--- src/rtl/j1_dstack.sv ---
// j1_dstack -- parametrised stack for J1-family cores.
//
// Holds every entry below the core's top-of-stack register. The core's 2-bit
// signed stack delta is consumed directly; the top two entries are presented
// combinationally from registered state.
//
// Parameters:
//   WIDTH  entry width in bits (>=1)
//   DEPTH  number of entries (>=2)
//   DW     width of the depth output (derived; leave at default)
//
// Ports:
//   clk      in   clock, all state changes on the rising edge
//   reset    in   asynchronous active-high reset
//   delta    in   stack delta: 00 hold, 01 push, 11 pop 1, 10 pop 2
//   in       in   data written on push or overwrite
//   wr       in   overwrite top entry with `in` (only when delta==00)
//   clr_err  in   clear sticky error flags (a same-cycle new error wins)
//   st1      out  top entry, 0 when empty
//   st2      out  entry below top, 0 when fewer than two entries
//   depth    out  number of valid entries, 0..DEPTH
//   ovf      out  sticky overflow flag
//   unf      out  sticky underflow flag
module j1_dstack #(
  parameter int WIDTH = 16,
  parameter int DEPTH = 16,
  parameter int DW    = $clog2(DEPTH + 1)
) (
  input  logic             clk,
  input  logic             reset,
  input  logic [1:0]       delta,
  input  logic [WIDTH-1:0] in,
  input  logic             wr,
  input  logic             clr_err,
  output logic [WIDTH-1:0] st1,
  output logic [WIDTH-1:0] st2,
  output logic [DW-1:0]    depth,
  output logic             ovf,
  output logic             unf
);

  localparam int            PW   = $clog2(DEPTH);
  localparam logic [PW-1:0] LAST = PW'(DEPTH - 1);
  localparam logic [DW-1:0] FULL = DW'(DEPTH);

  localparam logic [1:0] D_HOLD = 2'b00;
  localparam logic [1:0] D_PUSH = 2'b01;
  localparam logic [1:0] D_POP2 = 2'b10;
  localparam logic [1:0] D_POP1 = 2'b11;

  // Explicit wrap so that non-power-of-two depths stay in range.
  function automatic logic [PW-1:0] ptr_inc(input logic [PW-1:0] p);
    return (p == LAST) ? '0 : p + PW'(1);
  endfunction

  function automatic logic [PW-1:0] ptr_dec(input logic [PW-1:0] p);
    return (p == '0) ? LAST : p - PW'(1);
  endfunction

  logic [WIDTH-1:0] mem [DEPTH];

  logic [PW-1:0] sp_q, sp_d;
  logic [DW-1:0] depth_q, depth_d;
  logic          ovf_q, ovf_d;
  logic          unf_q, unf_d;
  logic          ovf_set, unf_set;
  logic          we;
  logic [PW-1:0] wa;
  logic [PW-1:0] sp_below;

  assign sp_below = ptr_dec(sp_q);

  always_comb begin
    sp_d    = sp_q;
    depth_d = depth_q;
    ovf_set = 1'b0;
    unf_set = 1'b0;
    we      = 1'b0;
    wa      = sp_q;
    case (delta)
      D_HOLD: begin
        if (wr) begin
          we = 1'b1;
          // Overwriting an empty stack behaves like a push into slot sp.
          if (depth_q == '0) begin
            depth_d = DW'(1);
          end
        end
      end
      D_PUSH: begin
        sp_d = ptr_inc(sp_q);
        we   = 1'b1;
        wa   = ptr_inc(sp_q);
        // When full the pointer lands on the oldest entry, so it is dropped.
        if (depth_q == FULL) begin
          ovf_set = 1'b1;
        end else begin
          depth_d = depth_q + DW'(1);
        end
      end
      D_POP1: begin
        if (depth_q == '0) begin
          unf_set = 1'b1;
        end else begin
          sp_d    = sp_below;
          depth_d = depth_q - DW'(1);
        end
      end
      default: begin // D_POP2
        if (depth_q >= DW'(2)) begin
          sp_d    = ptr_dec(sp_below);
          depth_d = depth_q - DW'(2);
        end else if (depth_q == DW'(1)) begin
          sp_d    = sp_below;
          depth_d = '0;
          unf_set = 1'b1;
        end else begin
          unf_set = 1'b1;
        end
      end
    endcase

    // Set wins over clear.
    ovf_d = ovf_set | (ovf_q & ~clr_err);
    unf_d = unf_set | (unf_q & ~clr_err);
  end

  always_ff @(posedge clk or posedge reset) begin
    if (reset) begin
      sp_q    <= '0;
      depth_q <= '0;
      ovf_q   <= 1'b0;
      unf_q   <= 1'b0;
    end else begin
      sp_q    <= sp_d;
      depth_q <= depth_d;
      ovf_q   <= ovf_d;
      unf_q   <= unf_d;
    end
  end

  // Storage is not reset; writes are suppressed while reset is held so an
  // in-flight operation cannot leave stale data behind.
  always_ff @(posedge clk) begin
    if (we && !reset) begin
      mem[wa] <= in;
    end
  end

  assign st1   = (depth_q != '0)     ? mem[sp_q]     : '0;
  assign st2   = (depth_q >= DW'(2)) ? mem[sp_below] : '0;
  assign depth = depth_q;
  assign ovf   = ovf_q;
  assign unf   = unf_q;

endmodule

--- config.mk ---
export PLATFORM = sky130hd
export DESIGN_NAME = j1_dstack
export DESIGN_NICKNAME = d
export VERILOG_FILES = /design/src/rtl/j1_dstack.sv
export SDC_FILE = /design/constraint.sdc
export NUM_CORES = 1
export LEC_CHECK = 0
export CAP_MARGIN = 10
export CORE_UTILIZATION = 50
export DETAILED_ROUTE_END_ITERATION = 10
export GPL_TIMING_DRIVEN = 0
export PLACE_DENSITY = 0.68
export SKIP_LAST_GASP = 1
export SLEW_MARGIN = 20
export SYNTH_ARGS = -nofsm -noshare
export SYNTH_HDL_FRONTEND = slang
export SYNTH_SLANG_ARGS = --single-unit
--- constraint.sdc ---
create_clock -name clk -period 3.6 [get_ports clk]
set_input_delay 0.72 -clock clk [delete_from_list [all_inputs] [get_ports clk]]
set_output_delay 0.72 -clock clk [all_outputs]
set_load 0.02 [all_outputs]
==> metrics.txt, run 1 <==
final core occ between 60% and 70%; worst-margin pin slew about 0.96 ns; Cell Area, Synth 13,890 um^2; fin area between 15,000 and 20,000 um^2; total global routing track utilization between 30% and 40%; Die X 168.7 um; clk sinks 267; Async SR Flop Fraction 4.120%; Pre-antenna DRT Iters 5; clock slew at reported path FFs 0.06 ns; setup ws final -0.4675 ns; Starting DRT DRC Count 1,686; first-pass GRT wire length 64,010 um; GRT Residual Overflow 0; routed vias/inst 6.702; worst-case clock buffer depth 3; Die Span Y about 170 um; Worst Path Arrival 3.35 ns; CP Capture Type output port; largest net degree at the start of global routing 17; Avg Cell Area, Syn 13.23 um^2; I/O Buffers 58; CP Data Required Time 2.88 ns; Max Fclk 0.2459 GHz; Critical Path Fanout Max 6; FF+latch count, synth around 270; DPL Wire Length between 20,000 and 30,000 um; htree depth 1; Tmin final 4.067 ns; P&R area growth vs syn 23.29%; Final Hold Vio Count 0; Layout Cells excl Fill 1,575; Final #Nets about 1,200; Avg WL per Cell about 28 um; layout cell share with drive strength beyond 1 32.50%; slew margin rel. 36.22%; die area between 20,000 and 30,000 um^2; Hold Slack 0.5256 ns; count of cell types in the netlist 62; reg2reg setup slack 0.33 ns; placed insts 1,488; fill cell count between 1,500 and 2,000; vias roughly 11,000; crit path kind flop to output port; max_cap viols 0; Routed Antenna Nets 0; most common cell after layout, fill and taps aside edfxtp_1; Post-synth EDFFs 256; multi-input combinational cell area 6038 um^2; outcome finished, violations left; RSZ-0062 raised after global routing true; # setup viols final 28; CTS buffer count 28; syn_nets 1,084; clk root buf clkbuf_16; hold crit path type flop to flop; synth warn 0; Post-CTS Hold Fix Bufs 0; Initial Utilization between 50% and 60%; RD Place Congestion 0.9159; Cells after Synth 1,050; register area about 8000 um^2; Routed WL 44,460 um; num rows 60; register area share after synthesis a little under three fifths; drc violations 0; period utilization 113.0%; vias in the first global route approximately 10,000; CTS tree yes; Main synth FF type edfxtp_1; critical path launch point type flop; most frequent cells in the layout edfxtp_1 (256), nand2_1 (115), a21oi_1 (105); clk_skew 0.006515 ns; Core Box Area between 20,000 and 30,000 um^2; failing checks setup timing; Worst-Skew Late Latency 0.55 ns; initial antenna violation count 0; IO Pins 61; Slew Viols, Final 0; ANT cells 0; Post-DP Area 15,120 um^2
## sequential cells by signal, indices dropped and copies added, names as in the netlist
register and cells:
mem 256, depth 5, sp_q 4, ovf 1, unf 1
## layer usage
layer  GRT usage (%)  wire [um]
met3           6.687       5165
met5               0          0
met1           43.57      17150
met4           11.70       1474
met2           48.04      20660
## stage by stage
step / setup TNS [ns] / setup slack, ns
final: -6.982 / -0.4675
after global routing: -7.881 / -0.4810
after CTS: -7.328 / -0.3812
after detailed placement: -18.06 / -1.203
after global placement: -172.78 / -1.103
after floorplan: 0 / 0.2786
## area by class of cell
type / instances / share of cell area, %
Clock inverter: 11 / 0.4748
Inverter: 12 / 0.3580
Sequential cell: 267 / 46.50
Buffer: 79 / 4.325
Clock buffer: 40 / 4.478
Tap cell: 372 / 2.718
Timing Repair Buffer: 105 / 5.895
Multi-Input combinational cell: 689 / 35.25
## path summary, 6_finish.rpt
path                                   to  startpoint  depth (start not counted)
worst min-delay path                  ovf         ovf                          2
max in group asynchronous        depth[1]       reset                          2
min in group asynchronous        depth[3]       reset                          2
worst min register to register        ovf         ovf                          2
worst max-delay path              st2[13]     sp_q[0]                         13
worst max register to register  mem[6][1]     sp_q[2]                          8
## kinds of logic after synthesis
group,synth area share (%)
flip-flops,57.32
buffers and inverters,3.179
XOR/XNOR,0.1892
adder cells (fa/ha/maj),1.081
AO/OA/AOI/OAI,10.61
AND/OR/NAND/NOR,9.691
multiplexers,17.93
## Yosys cell counts (5+ instances only)
| cell type | number | area share, % |
|---|---|---|
| edfxtp_1 | 256 | 55 |
| a21oi_1 | 121 | 4.4 |
| nand2_1 | 118 | 3.2 |
| mux4_2 | 88 | 14 |
| nand3_1 | 56 | 2.0 |
| nor2_1 | 54 | 1.5 |
| o21ai_0 | 41 | 1.5 |
| buf_2 | 38 | 1.4 |
| clkbuf_1 | 35 | 0.95 |
| a211oi_1 | 25 | 1.4 |
| mux2i_1 | 25 | 1.8 |
| mux2_2 | 23 | 1.9 |
| nor2b_1 | 18 | 0.81 |
| o22ai_1 | 17 | 0.77 |
| nand2b_1 | 13 | 0.59 |
| ha_1 | 12 | 1.1 |
| dfrtp_1 | 11 | 2.0 |
| inv_1 | 11 | 0.30 |
| a221oi_1 | 10 | 0.63 |
| nor3_1 | 9 | 0.32 |
| a22oi_1 | 6 | 0.32 |
| o21ai_1 | 5 | 0.18 |
## critical path, stage by stage (launching register included)
cell	delay (ns)
dfrtp_1	0.41
buf_6	0.16
buf_12	0.13
clkinv_8	0.06
ha_4	0.20
or2_4	0.28
o21ai_4	0.21
buf_8	0.18
buf_2	0.20
nand2_1	0.10
a211oi_2	0.30
o22ai_1	0.14
a21oi_1	0.22
buf_4	0.18
## repair_timing
| item | in CTS | in global routing |
|---|---|---|
| pin swaps | 25 | 20 |
| gates cloned | 0 | 3 |
| setup endpoints to repair | 46 | 30 |
| gates resized for setup | 254 | 106 |
| setup buffers | 20 | 16 |
Power of run 1 is not shown: default switching activity piles up to over one toggle a cycle in this logic, so the estimate is an artifact.
==> inputs of run 2 (changes only) <==
- SETUP_SLACK_MARGIN: unset -> 0.02
- SLEW_MARGIN: 20 -> 0
- TNS_END_PERCENT: unset -> 50
==> metrics.txt, run 2 (synthesis gave the netlist of run 1 again) <==
first-pass GRT wire length about 66,000 um; vias 10,550; routed vias/inst 6.681; max FFs per register 256; CP Capture Type output port; most common cell after layout, fill and taps aside edfxtp_1; CP Cell Sequence buf_6 -> buf_12 -> clkinv_8 -> ha_2 -> or2_4 -> o21ai_4 -> buf_4 -> buf_6 -> nand2_1 -> a211oi_2 -> o22ai_1 -> a21oi_1 -> buf_4; num rows 60; RD Place Congestion just over 0.9; GRT Residual Overflow 0; largest net degree at the start of global routing 17; clock slew at reported path FFs 0.06 ns; clk_skew 0.01476 ns; Avg WL per Cell 28.69 um; register area 7963 um^2; total global routing track utilization 31.87%; Worst Path Arrival 3.34 ns; hold crit path type flop to flop; CTS tree yes; setup ws final -0.4634 ns; min-delay src unf; outcome finished, violations left; CP Data Required Time 2.88 ns; Final #Nets around 1,200; Routed WL 45,300 um; fill cell count 1,958; max_cap viols 0; Die Span Y between 150 and 200 um; ANT cells 0; critical path launch point type flop; Max Fclk 0.2461 GHz; Post-CTS Hold Fix Bufs 0; reg2reg path depth 10; clk sinks 267; Routed Antenna Nets 0; worst-margin pin slew 0.7328 ns; Worst-Skew Late Latency 0.57 ns; Die X 168.7 um; multi-input combinational cell area between 5000 and 6000 um^2; Layout Cells excl Fill 1,579; largest register by flop count mem; Pre-antenna DRT Iters 6; clk root buf clkbuf_16; worst-case clock buffer depth 3; slew margin rel. between 50 and 60%; period utilization 112.9%; IO Pins 61; Slew Viols, Final 0; Final Hold Vio Count 0; htree depth 1; DPL Wire Length 29,390 um; # setup viols final 30; Core Box Area about 27,000 um^2; placed insts between 1,000 and 1,500; layout cell share with drive strength beyond 1 between 30% and 40%; CTS buffer count 29; PD cells 1089 nW/um^2; most frequent cells in the layout edfxtp_1 (256), nand2_1 (116), a21oi_1 (105); Worst path slowest cell dfrtp_1; dpl ws -1.193 ns; vias in the first global route 10,366; Hold Path Depth 2; RSZ-0062 raised after global routing true; hold endpoint unf; initial antenna violation count 0; I/O Buffers 58; P&R area growth vs syn 24.54%; Starting DRT DRC Count ~1,800; Initial Utilization 51.26%; Tmin final 4.063 ns; Hold Slack approximately 0.53 ns; Peak VDD IR just over 0.0007 V; drc violations 0; die area 28,450 um^2; crit path kind flop to output port; FF-to-FF Start sp_q[0]; Leak slightly below 6 nW; reg2reg setup slack about 0.34 ns; failing checks setup timing; max incr delay on CP 0.41 ns; Critical Path Fanout Max 7; reg2reg end mem[1][5]
-- run 2: worst max-delay path by stage --
stage | startpoint | endpoint | slack [ns] | cells past startpoint
floorplan | sp_q[0] | st2[10] | 0.28 | 10
global placement | sp_q[0] | st2[0] | -1.10 | 13
detailed placement | sp_q[0] | st2[0] | -1.19 | 11
CTS | sp_q[0] | st1[1] | -0.39 | 6
global route | sp_q[0] | st2[13] | -0.49 | 13
finish | sp_q[0] | st2[13] | -0.46 | 13
-- run 2: layout make-up --
type / count / share of cell area [%]
Inverter: 12 / 0.3327
Sequential cell: 267 / 46.02
Clock buffer: 33 / 4.281
Timing Repair Buffer: 108 / 7.268
Multi-Input combinational cell: 689 / 34.33
Clock inverter: 19 / 0.8533
Buffer: 79 / 4.223
Tap cell: 372 / 2.690
-- run 2: routing by layer --
layer	up-vias	wire [um]	GRT usage, %
met4	0	2015	13.87
met2	807	20760	49.07
met3	170	5890	8.324
met1	5205	16630	42.92
li1	4368	-	-
met5	-	0	0
-- run 2: stage by stage --
stage          power [mW]  area (um^2)  TNS (ns)  util (%)
6_report            18.85        17300    -10.59     63.84
5_1_grt             19.46        17300    -12.01     63.84
4_1_cts             17.91        16970    -10.60     62.62
3_5_place_dp        13.61        15320    -17.59     56.52
3_3_place_gp        13.44        14940   -172.78     55.12
2_1_floorplan       9.868        13890         0         -
-- run 2: where the power goes --
group          internal, mW  switching [mW]
combinational          5.18            7.12
sequential             3.58           0.141
clock                  1.61            1.22
total                  10.4            8.47
-- run 2: what timing repair did --
action	4_1_cts	5_1_grt
setup endpoints to repair	32	32
pin swaps	33	12
resized for setup	240	73
buffers inserted	19	13
cloned	2	0
-- run 2: critical path: cells and delay by family, from the launching register on --
| family | cells | cell delay, ns |
|---|---|---|
| fa+ha+maj | 1 | 0.25 |
| buf+inv | 6 | 0.86 |
| simple gates | 2 | 0.35 |
| compound gates | 4 | 0.92 |
| flops | 1 | 0.41 |
Note: power is estimated with default switching activity, not from simulation.
